--- config.mk ---
export PLATFORM = sky130hd
export DESIGN_NAME = receptor_pacote_peso
export DESIGN_NICKNAME = d
export VERILOG_FILES = /design/src/rtl/pacote_pkg.sv /design/src/rtl/contador_m.sv /design/src/rtl/receptor_pacote_peso.sv
export SDC_FILE = /design/constraint.sdc
export NUM_CORES = 1
export LEC_CHECK = 0
export BUFFER_PORTS_ARGS = -buffer_cell sky130_fd_sc_hd__clkbuf_2
export CORE_ASPECT_RATIO = 1.1
export CORE_MARGIN = 5
export CORE_UTILIZATION = 52
export DETAILED_ROUTE_END_ITERATION = 6
export GPL_TIMING_DRIVEN = 0
export PLACE_DENSITY = 0.75
export RECOVER_POWER = 50
export SETUP_SLACK_MARGIN = 0.1
export SYNTH_ARGS = -nofsm -noshare
export SYNTH_HDL_FRONTEND = slang
export SYNTH_SLANG_ARGS = --single-unit
--- constraint.sdc ---
create_clock -name clock -period 1.9 [get_ports clock]
set_input_delay 0.475 -clock clock [delete_from_list [all_inputs] [get_ports clock]]
set_output_delay 0.475 -clock clock [all_outputs]
set_load 0.02 [all_outputs]
--- src/rtl/pacote_pkg.sv ---
// Shared definitions for the weight-frame parser: ASCII codes, FSM states, abort causes.
package pacote_pkg;

    localparam logic [7:0] ASCII_HASH = 8'h23;
    localparam logic [7:0] ASCII_LF   = 8'h0A;
    localparam logic [7:0] ASCII_0    = 8'h30;
    localparam logic [7:0] ASCII_9    = 8'h39;

    typedef enum logic [1:0] {
        IDLE  = 2'd0,
        CAMPO = 2'd1,
        FIM   = 2'd2
    } estado_t;

    localparam logic [1:0] ERR_CHAR    = 2'b01;
    localparam logic [1:0] ERR_TERM    = 2'b10;
    localparam logic [1:0] ERR_TIMEOUT = 2'b11;

    function automatic logic ehDigito(input logic [7:0] b);
        return (b >= ASCII_0) && (b <= ASCII_9);
    endfunction

endpackage

--- src/rtl/contador_m.sv ---
// Modulo-M counter with synchronous clear; fim flags the terminal count while counting.
module contador_m #(
    parameter int unsigned M = 100,
    parameter int unsigned N = $clog2(M)
) (
    input  logic clock,
    input  logic reset,
    input  logic zera_s,
    input  logic conta,
    output logic fim
);

    logic [N-1:0] q;

    always_ff @(posedge clock or negedge reset) begin
        if (!reset) begin
            q <= '0;
        end else if (zera_s) begin
            q <= '0;
        end else if (conta) begin
            q <= (q == N'(M - 1)) ? '0 : q + N'(1);
        end
    end

    assign fim = conta && (q == N'(M - 1));

endmodule

--- src/rtl/receptor_pacote_peso.sv ---
// Assembles "#" + max + min + current digits + LF into three weight fields,
// publishing only complete frames and aborting on bad bytes or inter-byte timeout.
module receptor_pacote_peso
    import pacote_pkg::*;
#(
    parameter int unsigned DIGITS       = 2,
    parameter int unsigned TIMEOUT_CLKS = 5_000_000
) (
    input  logic                clock,
    input  logic                reset,
    input  logic                rx_valid,
    input  logic [7:0]          rx_byte,
    output logic [8*DIGITS-1:0] peso_max,
    output logic [8*DIGITS-1:0] peso_min,
    output logic [8*DIGITS-1:0] peso_atual,
    output logic                frame_valid,
    output logic                erro,
    output logic [1:0]          erro_cod,
    output logic                ocupado
);

    localparam int unsigned NSLOTS = 3 * DIGITS;
    localparam int unsigned IW     = (NSLOTS > 1) ? $clog2(NSLOTS) : 1;

    estado_t       estado;
    logic [IW-1:0] idx;
    logic [7:0]    sombra [NSLOTS];
    logic          zeraTimer;
    logic          contaTimer;
    logic          timeoutFim;

    assign zeraTimer  = rx_valid || (estado == IDLE);
    assign contaTimer = (estado != IDLE);

    contador_m #(
        .M(TIMEOUT_CLKS),
        .N($clog2(TIMEOUT_CLKS))
    ) uTimeout (
        .clock (clock),
        .reset (reset),
        .zera_s(zeraTimer),
        .conta (contaTimer),
        .fim   (timeoutFim)
    );

    // A received byte always wins over a coincident timeout.
    always_ff @(posedge clock or negedge reset) begin
        if (!reset) begin
            estado      <= IDLE;
            idx         <= '0;
            peso_max    <= '0;
            peso_min    <= '0;
            peso_atual  <= '0;
            frame_valid <= 1'b0;
            erro        <= 1'b0;
            erro_cod    <= 2'b00;
            ocupado     <= 1'b0;
            for (int i = 0; i < NSLOTS; i++) sombra[i] <= '0;
        end else begin
            frame_valid <= 1'b0;
            erro        <= 1'b0;
            unique case (estado)
                IDLE: begin
                    if (rx_valid && rx_byte == ASCII_HASH) begin
                        estado  <= CAMPO;
                        idx     <= '0;
                        ocupado <= 1'b1;
                        for (int i = 0; i < NSLOTS; i++) sombra[i] <= '0;
                    end
                end
                CAMPO: begin
                    if (rx_valid) begin
                        if (rx_byte == ASCII_HASH) begin
                            idx <= '0;
                            for (int i = 0; i < NSLOTS; i++) sombra[i] <= '0;
                        end else if (ehDigito(rx_byte)) begin
                            sombra[idx] <= rx_byte - ASCII_0;
                            if (idx == IW'(NSLOTS - 1)) estado <= FIM;
                            else                        idx    <= idx + IW'(1);
                        end else begin
                            estado   <= IDLE;
                            ocupado  <= 1'b0;
                            erro     <= 1'b1;
                            erro_cod <= ERR_CHAR;
                        end
                    end else if (timeoutFim) begin
                        estado   <= IDLE;
                        ocupado  <= 1'b0;
                        erro     <= 1'b1;
                        erro_cod <= ERR_TIMEOUT;
                    end
                end
                FIM: begin
                    if (rx_valid) begin
                        if (rx_byte == ASCII_HASH) begin
                            estado <= CAMPO;
                            idx    <= '0;
                            for (int i = 0; i < NSLOTS; i++) sombra[i] <= '0;
                        end else if (rx_byte == ASCII_LF) begin
                            for (int i = 0; i < DIGITS; i++) begin
                                peso_max  [8*(DIGITS-1-i) +: 8] <= sombra[i];
                                peso_min  [8*(DIGITS-1-i) +: 8] <= sombra[DIGITS + i];
                                peso_atual[8*(DIGITS-1-i) +: 8] <= sombra[2*DIGITS + i];
                            end
                            estado      <= IDLE;
                            ocupado     <= 1'b0;
                            frame_valid <= 1'b1;
                        end else begin
                            estado   <= IDLE;
                            ocupado  <= 1'b0;
                            erro     <= 1'b1;
                            erro_cod <= ERR_TERM;
                        end
                    end else if (timeoutFim) begin
                        estado   <= IDLE;
                        ocupado  <= 1'b0;
                        erro     <= 1'b1;
                        erro_cod <= ERR_TIMEOUT;
                    end
                end
                default: begin
                    estado  <= IDLE;
                    ocupado <= 1'b0;
                end
            endcase
        end
    end

endmodule

==> flow_metrics.py <==
metrics = {
    "clocking": {
        "cts_buffers": 17,
        "cts_sinks": 129,
        "tritoncts": "yes",
        "clk_pin_slew_ns": 0.05,
        "cts_max_level": 4,
        "cts_root_buf": "clkbuf_16",
        "holdBufCountCts": 0,
        "clkLatencyLatePin_ns": 0.42,
        "cts_buffer_depth": 2,
    },
    "die": {
        "fp-row-count": 39,
        "start_util_pct": 53.2,
        "ioPinCount": 64,
        "die_w_um": 108,
        "die_area_mm2": 0.0128,
        "core_mm2": 0.0104,
        "fp.dieH_um": 118,
    },
    "finish": {
        "multiInputGateArea_mm2": 0.00284,
        "antenna_cells": 0,
        "area_growth_pct": 41.8,
        "final.fill_count": 583,
        "drive_above_1_share_pct": 48.7,
        "nets": 581,
        "post-route-util_pct": 75.5,
        "layout_commonest_cell": "dfrtp_1",
        "seq_area_mm2": 0.00324,
        "final_cell_mix": "122 x dfrtp_1, 60 x clkbuf_2, 49 x mux2_4",
    },
    "sta": {
        "relSlewSlack_pct": 16.0,
        "period_share_pct": 113,
        "worst_pin_slew_ns": 1.26,
        "tns_ns": -8.87,
        "setup_viol": 95,
        "finalMaxSlewViolations": 0,
        "hold_viol_final": 0,
        "fmax_mhz": 466,
        "skew_ns": 0.0124,
        "rsz0062_at_grt": "true",
        "fin_ws_ns": -0.244,
        "layout_min_cycle_time_ns": 2.14,
    },
    "yosys": {
        "yosysUniqueCellTypes": 56,
        "synth_area_per_cell_um2": 12.7,
        "synth-seq-cells": 129,
        "ys_seq_area_share_pct": 58.4,
        "synth_top_area_cell": "dfrtp_1",
        "synth_nets": 457,
        "synth_top_cells_by_area": "dfrtp_1 58%, mux2_2 9.8%, o2bb2ai_1 5.7%",
        "yosysTopAreaCellShare_pct": 58.4,
        "syn_inst": 436,
        "synth_enable_flop_cells": 0,
        "syn_area_mm2": 0.00553,
        "synth_warnings": 0,
        "synthArstFlopShare_pct": 100,
        "synth_ff_type": "dfrtp_1",
    },
    "global_routing": {
        "grt_max_degree": 78,
        "grt_overflow": 0,
        "grt_use_met1_pct": 28.4,
        "grt_use_total_pct": 21.8,
        "grt_pass1_vias": 4196,
        "antenna_found_initial": 0,
        "grt-busiest-layer": "met2",
        "grtUsageMet3_pct": 5.56,
        "gr-usage-met2_pct": 35.3,
        "grt_pass1_wl_um": 21700,
    },
    "power": {
        "p_leak_nw": 3.57,
        "ir_drop_mv": 0.501,
        "power.density_mw_per_mm2": 1030,
    },
    "routing": {
        "firstDrtPassIters": 5,
        "vias": 4333,
        "antenna_left": 0,
        "detail_route.iter0.violations": 329,
        "wl_per_cell_um": 21.8,
        "wl_um": 15600,
        "vias_per_cell": 6.05,
        "drc_errors": 0,
    },
    "setup_path": {
        "r2r_cells": 7,
        "crit_end": "ocupado$_DFFE_PN0P_",
        "cp-end-kind": "flip-flop",
        "worstReg2RegEnd": "ocupado$_DFFE_PN0P_",
        "rr_startpoint": "estado[1]$_DFFE_PN0P_",
        "reg2reg_slack_ns": -0.24,
        "path_max_fanout": 10,
        "crit_arrival_ns": 2.45,
        "crit_start": "estado[1]$_DFFE_PN0P_",
        "startpoint_type": "flip-flop",
        "critPathKind": "reg -> reg",
        "cp_data_required_time_ns": 2.20,
    },
    "status": {
        "violations": "negative setup slack",
        "outcome": "complete, but fails checks",
    },
    "placed_design": {
        "pre_cts_ws_ns": -0.526,
        "dp_hpwl_um": 8190,
        "buffer_ports.inserted": 63,
        "gp_congestion": 0.902,
    },
    "min_path": {
        "hold_class": "in -> async",
    },
    "flow_run": {
        "cap_viol_max_count": 0,
    },
}
-- worst max-delay path: stages, from the launching register on --
cell	delay, ns
dfrtp_1	0.41
inv_2	0.10
ha_4	0.19
clkbuf_8	0.17
nor2_2	0.22
nand3_1	0.19
a32oi_1	0.37
mux2_2	0.38
-- state kept, by name, indices dropped and copies added, names as in the netlist, 2 cells and up --
register    count
erro_cod        2
sombra         48
uTimeout.q     23
idx             3
peso_max       16
peso_min       16
estado          2
peso_atual     16
-- layer usage --
metal	part of all wire (%)	vias up	wire length, µm
met1	40	2205	6200
met3	6.2	48	971
met2	51	211	7930
li1	-	1869	-
met5	0	-	0
met4	3.4	0	529
-- cell type report --
| class | count | area share, % |
|---|---|---|
| Clock buffer | 21 | 6.00 |
| Sequential cell | 129 | 41.3 |
| Multi-Input combinational cell | 284 | 36.3 |
| Tap cell | 143 | 2.28 |
| Buffer | 12 | 2.12 |
| Clock inverter | 11 | 1.34 |
| Timing Repair Buffer | 105 | 10.2 |
| Inverter | 11 | 0.558 |
-- logic make-up (layout without fill, tap and decap cells) --
family | after synthesis | after routing | share of synthesized area (%)
simple gates | 124 | 124 | 12.0
buf+inv | 23 | 160 | 1.99
xor+xnor | 20 | 20 | 3.17
compound gates | 79 | 79 | 11.8
mux | 51 | 51 | 10.4
flops | 129 | 129 | 58.4
fa+ha+maj | 10 | 10 | 2.26
-- cell usage after synthesis (all sizes together) (2+ instances only) --
cell type and instances:
inv 11, nor2 31, mux2 50, o21ai 14, nor3 9, a211oi 2, xnor2 7, ha 10
or2 2, and4 3, a22o 7, o2bb2ai 36, xor2 13, nor4 6, dfrtp 129, and2 7
nand2 26, or3 2, nand3 17, clkbuf 6, o31ai 2, nand4 9, and3 5, buf 6
a21oi 4
-- power by group --
part / leakage, nW / switching (mW) / internal [mW]
Clock: 0.272 / 1.23 / 1.91
Combinational: 1.52 / 1.20 / 0.757
Sequential: 1.77 / 0.121 / 2.88
Total: 3.57 / 2.55 / 5.54
-- worst min-delay path by stage --
stage	cells past startpoint	endpoint	slack (ns)	startpoint
final	1	peso_max[1]$_DFFE_PN0P_	0.33	reset
after global routing	1	peso_max[6]$_DFFE_PN0P_	0.45	reset
after CTS	1	peso_max[6]$_DFFE_PN0P_	0.02	reset
after detailed placement	1	peso_max[6]$_DFFE_PN0P_	0.45	reset
after global placement	1	peso_max[10]$_DFFE_PN0P_	0.47	peso_max[10]$_DFFE_PN0P_
after floorplan	0	erro$_DFF_PN0_	0.18	reset
-- repair_timing --
action | CTS | global route
cloned | 3 | 6
pin swaps | 13 | 24
hold endpoints to repair | 0 | 0
endpoints found under the setup margin | 125 | 123
gates resized for setup | 99 | 86
buffers inserted | 20 | 14
-- stage by stage --
stage	power, mW	hold slack [ns]	area [µm²]	std cells
final	8.10	0.328	7840	716
after global routing	8.35	0.449	7840	716
after CTS	7.69	0.0170	7360	698
after detailed placement	4.29	0.450	6150	643
after global placement	4.24	0.466	6110	642
after floorplan	3.90	0.179	5620	436
(Power assumes the default switching activity.)
